### src/rtl/bst_pkg.sv
// Shared definitions for the tree command path: opcodes, frame sync nibble
// and the parser state encoding.
package bst_pkg;

  localparam logic [1:0] OP_INSERT = 2'd0;
  localparam logic [1:0] OP_DELETE = 2'd1;
  localparam logic [1:0] OP_SEARCH = 2'd2;
  localparam logic [1:0] OP_CLEAR  = 2'd3;

  localparam logic [3:0] SYNC_NIBBLE = 4'hA;

  typedef enum logic [1:0] {
    HDR   = 2'd0,
    KEY   = 2'd1,
    VAL   = 2'd2,
    ISSUE = 2'd3
  } state_t;

endpackage

### src/rtl/bst_cmd_parser.sv
// Drains the command FIFO byte stream, assembles framed tree commands and
// hands them to the tree engine over valid/ready; malformed headers are dropped.
module bst_cmd_parser
  import bst_pkg::*;
#(
  parameter int BYTE_W    = 8,
  parameter int KEY_BYTES = 2,
  parameter int VAL_BYTES = 4
) (
  input  logic                          aclk,
  input  logic                          aresetn,
  input  logic [BYTE_W-1:0]             fifo_data,
  input  logic                          fifo_empty,
  output logic                          fifo_pull,
  output logic                          cmd_valid,
  input  logic                          cmd_ready,
  output logic [1:0]                    cmd_op,
  output logic [KEY_BYTES*BYTE_W-1:0]   cmd_key,
  output logic [VAL_BYTES*BYTE_W-1:0]   cmd_val,
  output logic                          hdr_err
);

  localparam int MAX_BYTES = (KEY_BYTES > VAL_BYTES) ? KEY_BYTES : VAL_BYTES;
  localparam int CNT_W     = $clog2(MAX_BYTES) + 1;
  localparam logic [CNT_W-1:0] KEY_LAST = CNT_W'(KEY_BYTES - 1);
  localparam logic [CNT_W-1:0] VAL_LAST = CNT_W'(VAL_BYTES - 1);

  state_t           state;
  logic [CNT_W-1:0] cnt;
  logic             hdr_ok;

  assign hdr_ok = (fifo_data[7:4] == SYNC_NIBBLE) && (fifo_data[3:2] == 2'b00);

  // Held low in reset so nothing is popped while the parser is discarding state.
  assign fifo_pull = aresetn && !fifo_empty && (state != ISSUE);

  always_ff @(posedge aclk or negedge aresetn) begin
    if (!aresetn) begin
      state     <= HDR;
      cnt       <= '0;
      cmd_valid <= 1'b0;
      cmd_op    <= OP_INSERT;
      cmd_key   <= '0;
      cmd_val   <= '0;
      hdr_err   <= 1'b0;
    end else begin
      hdr_err <= 1'b0;
      case (state)
        HDR: begin
          if (fifo_pull) begin
            if (hdr_ok) begin
              cmd_op  <= fifo_data[1:0];
              cmd_key <= '0;
              cmd_val <= '0;
              cnt     <= '0;
              if (fifo_data[1:0] == OP_CLEAR) begin
                state     <= ISSUE;
                cmd_valid <= 1'b1;
              end else begin
                state <= KEY;
              end
            end else begin
              hdr_err <= 1'b1;
            end
          end
        end
        KEY: begin
          if (fifo_pull) begin
            // Little-endian: lane 0 is the first payload byte received.
            for (int i = 0; i < KEY_BYTES; i++) begin
              if (cnt == CNT_W'(i)) cmd_key[i*BYTE_W +: BYTE_W] <= fifo_data;
            end
            if (cnt == KEY_LAST) begin
              cnt <= '0;
              if (cmd_op == OP_INSERT) begin
                state <= VAL;
              end else begin
                state     <= ISSUE;
                cmd_valid <= 1'b1;
              end
            end else begin
              cnt <= cnt + 1'b1;
            end
          end
        end
        VAL: begin
          if (fifo_pull) begin
            for (int i = 0; i < VAL_BYTES; i++) begin
              if (cnt == CNT_W'(i)) cmd_val[i*BYTE_W +: BYTE_W] <= fifo_data;
            end
            if (cnt == VAL_LAST) begin
              cnt       <= '0;
              state     <= ISSUE;
              cmd_valid <= 1'b1;
            end else begin
              cnt <= cnt + 1'b1;
            end
          end
        end
        ISSUE: begin
          if (cmd_ready) begin
            cmd_valid <= 1'b0;
            state     <= HDR;
          end
        end
        default: begin
          state     <= HDR;
          cmd_valid <= 1'b0;
        end
      endcase
    end
  end

endmodule

### config.mk
export PLATFORM = sky130hd
export DESIGN_NAME = bst_cmd_parser
export DESIGN_NICKNAME = d
export VERILOG_FILES = /design/src/rtl/bst_pkg.sv /design/src/rtl/bst_cmd_parser.sv
export SDC_FILE = /design/constraint.sdc
export NUM_CORES = 1
export LEC_CHECK = 0
export CORE_MARGIN = 2
export CORE_UTILIZATION = 25
export CTS_CLUSTER_DIAMETER = 50
export DETAILED_ROUTE_END_ITERATION = 12
export MAX_ROUTING_LAYER = met4
export REMOVE_ABC_BUFFERS = 1
export SETUP_SLACK_MARGIN = 0.1
export SYNTH_ARGS = -nofsm -noshare
export SYNTH_HDL_FRONTEND = slang
export SYNTH_SLANG_ARGS = --single-unit
### constraint.sdc
create_clock -name aclk -period 3.1 [get_ports aclk]
set_input_delay 0.31 -clock aclk [delete_from_list [all_inputs] [get_ports aclk]]
set_output_delay 0.31 -clock aclk [all_outputs]
set_load 0.05 [all_outputs]
After elaboration in Yosys (flattened, before gate mapping)
Index checks and enable logic that the tools add are counted.

Muxes and demuxes: 42. $add $sub $neg: 1. Reduce and logical (&&, ||, !) cells: 21. Equal/unequal tests: 22.

Operators by type and width (number): $mux W32 (3); $pmux W32 S2 (1); $mux W16 (3); $reduce_and A5 Y1 (7); $mux W8 (4); $pmux W16 S2 (1); $ne A2 B2 Y1 const B (14); $mux W3 (6); $mux W2 (8); $mux W1 (13); $pmux W3 S3 (1); $reduce_and A9 Y1 (1); $pmux W2 S4 (1); $reduce_and A7 Y1 (1); $eq A2 B2 Y1 const B (3); $eq A3 B2 Y1 const B (2); $logic_not A2 Y1 (3); $eq A4 B4 Y1 const B (1); $pmux W1 S4 (1); $reduce_bool A2 Y1 (2); $add A3 B1 Y3 const B (1); $eq A3 B1 Y1 const B (1); $logic_and A1 B1 Y1 (3); $logic_not A3 Y1 (1); 4 further kinds (4).

Logic and storage cells: 97. Output and inout bits: 53. Bits in registers: 57.

Longest topological paths before layout
Depth after elaboration: 5. Gate-level depth with buffers: 8. Gate-level depth less buffers: 6.

Worst setup path before layout
Ideal clock, no wire load.

Kind: reg2reg. Start: register state[0]. End: register cmd_val[24]. Buffers on the path: 1. Setup time: 125 ps. Stages on the path, launching flop included: 6. Path slack: 701 ps. Arrival time: 2274 ps. Required time: 2975 ps. Path through: dfrtp_1 > ha_1 > nor3b_1 > buf_1 > nand4b_2 > mux2_2.

Word-level cells in the longest chain between the ends: 4.

Ends and longest elaborated chain: start: declaration (line bst_cmd_parser.sv:28) `state_t state;`; start signal: assignment (line bst_cmd_parser.sv:39) `state <= HDR;`; start signal: assignment (line bst_cmd_parser.sv:57) `state <= ISSUE;`; start signal: assignment (line bst_cmd_parser.sv:60) `state <= KEY;`; $ne A2 B2 Y1 * (line bst_cmd_parser.sv:35) `assign fifo_pull = aresetn && !fifo_empty && (state != ISSUE);`; $logic_and A1 B1 Y1 * (line bst_cmd_parser.sv:35); via fifo_pull (line bst_cmd_parser.sv:14) `output logic fifo_pull,`; $ne A2 B2 Y1 (no line); $reduce_and A5 Y1 (no line) *; end signal: indexed assignment (line bst_cmd_parser.sv:89) `if (cnt == CNT_W'(i)) cmd_val[i*BYTE_W +: BYTE_W] <= fifo_data;`; end: declaration (line bst_cmd_parser.sv:19) `output logic [VAL_BYTES*BYTE_W-1:0] cmd_val,`.

Mark *: on every way through the listed nets, which the timed path passes. The rest lies on a longest branch. A chain may end at the register's enable or synchronous reset.

Worst setup path in the final report
Start: register state[1]. End: register cmd_val[28].

Word-level cells in the longest chain between the ends: 4.

Ends and longest elaborated chain (line): $ne A2 B2 Y1 (bst_cmd_parser.sv:35); $logic_and A1 B1 Y1 (bst_cmd_parser.sv:35); $ne A2 B2 Y1 (no line); $reduce_and A5 Y1 (no line).

Several ways; a longest one is shown, not always the timed one.

==> reports/results.ini <==
[cts]
clock_latency_ns = 0.34
clkTransAtPathRegs_ns = 0.07
ctsResizeCount = 0
cts_made_buffers = 9
cts_tree = yes
h-tree-depth = 3
clockBufferDepth = 2
cts.hold.buffers_added = 0
cts_root_buf = clkbuf_8
clock-sinks = 57
cts_setup_buffers = 0

[global_route]
antenna_found_initial = 0
grt_max_degree = 58
grt.overflow.total = 0
grt_usage_pct = 11.94
grt_first_pass_wirelength_mm = 10.08
grt_pass1_vias = 1925

[finish]
syn_to_final_growth_pct = 37.28
finish.instance_area_um2 = 3700
antenna_cells = 0
final_cell_mix = clkdlybuf4s50_1, dfrtp_1, mux2_2, and2_1, ha_1
multi_input_area_um2 = 1205
final_common_cell = clkdlybuf4s50_1
drive_gt1_share_pct = 29.96
utilization_pct = 35.52
regArea_um2 = 1426
nets = 296
nFillCells = 1029
instances_no_fill = 413

[floorplan]
initial_core_util_pct = 25.87
dieWidth_um = 107.8
io_pins = 65
core-area_um2 = 10420
fp.dieH_um = 107.8
rows = 37
die_area_um2 = 11630

[worst_setup_path]
critPathMaxFanout = 9
required_ns = 3.32
rr_worst_depth = 5
r2r_start = state[1]
start_kind = register
cp-end-kind = register
slowest_delay_ns = 0.45
cp_data_arrival_time_ns = 2.52
slowest_stage = dfrtp_1
reg2reg_slack_ns = 0.80
r2r_end = cmd_val[28]
crit_type = reg -> reg
cp_cell_sequence = ha_1 -> nor3b_1 -> buf_4 -> nand4b_2 -> mux2_2

[placed_design]
gp_congestion = 0.8145
dp_hpwl_mm = 4.560
io_buffers = 64
place_area_um2 = 3503
place_inst = 397

[sta]
max_freq_mhz = 434.3
report.final.hold_viol_count = 0
rsz0062_at_grt = false
setup_viol = 0
maxSlewViolCount = 0
min_period_ns = 2.302
finClkSkew_ns = 0.008419
max_slew.worst_pin.slew_ns = 0.7108
max_slew_margin_pct = 52.62
post-route-period-util_pct = 74.27

[synthesis]
synth_cells = 201
synth_compound_area_share_pct = 5.014
synth_edf_count = 0
synth_area_um2 = 2695
synth_mux_area_share_pct = 23.35
synthAdderAreaFrac_pct = 5.571
ys_seq_elements = 57
seq_area_frac_synth_pct = 52.92
ys.flop_type = dfrtp_1
yosys_warnings = 0
ys_async_sr_fraction_pct = 100.0
synthSimpleGateAreaFrac_pct = 10.77
avgSynthCellArea_um2 = 13.41
synthXorXnorAreaFrac_pct = 0
synth_top_family_by_area = multiplexers
synth_cell_types = 32

[detailed_routing]
drc_errors = 0
drt_first_iter_violations = 104
drt-total-wl_mm = 6.219
drtAntennaViolNets = 0
routedWlPerCell_um = 15.06
via_per_inst = 4.397
num_vias = 1816
dr.pass1.iters = 4

[flow_run]
cap_viol_max_count = 0

[pwr]
leakagePower_uw = 0.001683
vdd_drop_max_uv = 361.3
cellPowerDensity_nw_per_um2 = 987.9
total_power_uw = 3655

[status]
outcome = finished, final reports clean

[min_path]
hold_path.class = in -> async

-- metal layers --
layer	wire length, um	global-route usage (%)	part of all wire (%)
met5	0	-	0
met3	341	4.600	5.5
met4	79	4.212	1.3
met1	2657	13.92	43
met2	3141	18.82	51
-- report_power, final --
part           switching, uW  leakage, uW  internal, uW
Sequential               129     0.000763           949
Clock                    293    0.0000953           390
Combinational           1190     0.000825           704
Total                   1610      0.00168          2040
-- synthesized netlist by cell type (2+ instances only) --
master | count | area, um^2
inv_1 | 11 | 41.29
o21ai_0 | 3 | 15.01
nand4_2 | 3 | 37.54
clkbuf_1 | 5 | 18.77
o2111ai_2 | 2 | 30.03
nand2b_1 | 3 | 18.77
nand3_1 | 3 | 15.01
and2_1 | 16 | 100.1
nand2_1 | 6 | 22.52
a22oi_1 | 2 | 15.01
dfrtp_1 | 57 | 1426
ha_1 | 12 | 150.1
nor2_1 | 4 | 15.01
mux2_2 | 55 | 619.3
nand3b_1 | 2 | 15.01
-- worst max-delay path: cells and delay by family (launching register included) --
family	cells	cell delay, ns
and+or+nand+nor	2	0.77
DFF	1	0.45
muxes	1	0.42
buffers and inverters	1	0.28
adders and majority gates	1	0.27
-- cells by family (layout without fill, tap and decap cells) --
group,count (synthesis),in the layout
muxes,56,56
AOI/OAI and AO/OA,14,14
and+or+nand+nor,45,45
buffers and inverters,17,93
DFF,57,57
adders and majority gates,12,12
-- sequential cells by signal, indices dropped and copies added (netlist names) --
| name | flops |
|---|---|
| cnt | 3 |
| cmd_valid | 1 |
| cmd_op | 2 |
| cmd_key | 16 |
| cmd_val | 32 |
| hdr_err | 1 |
| state | 2 |
-- worst max path at each step --
stage | start | to | slack, ns | depth (start not counted)
5_1_grt | state[0] | cmd_key[15] | 0.61 | 5
3_3_place_gp | fifo_data[2] | cmd_key[1] | 0.47 | 5
2_1_floorplan | state[0] | cmd_val[24] | -0.53 | 4
3_5_place_dp | fifo_data[2] | cmd_key[8] | 0.42 | 5
4_1_cts | state[1] | cmd_key[15] | 0.75 | 5
6_report | state[1] | cmd_val[28] | 0.80 | 5
-- final cells by class --
cell class / instances / area share [%]
multi-input cells: 127 / 32.57
clock inverters: 5 / 1.488
flip-flops and latches: 57 / 38.55
inverters: 11 / 1.116
clock buffers: 11 / 3.821
repair buffers: 66 / 17.86
well taps: 136 / 4.599
-- stage by stage --
stage	setup TNS [ns]	hold slack [ns]	setup slack, ns
2_1_floorplan	-26.66	0.01441	-0.5324
5_1_grt	0	0.1986	0.6073
3_5_place_dp	0	0.4937	0.4229
6_report	0	0.1454	0.7976
4_1_cts	0	0.1646	0.7489
3_3_place_gp	0	0.4911	0.4707
No activity file was read; power rests on OpenSTA's default activity.
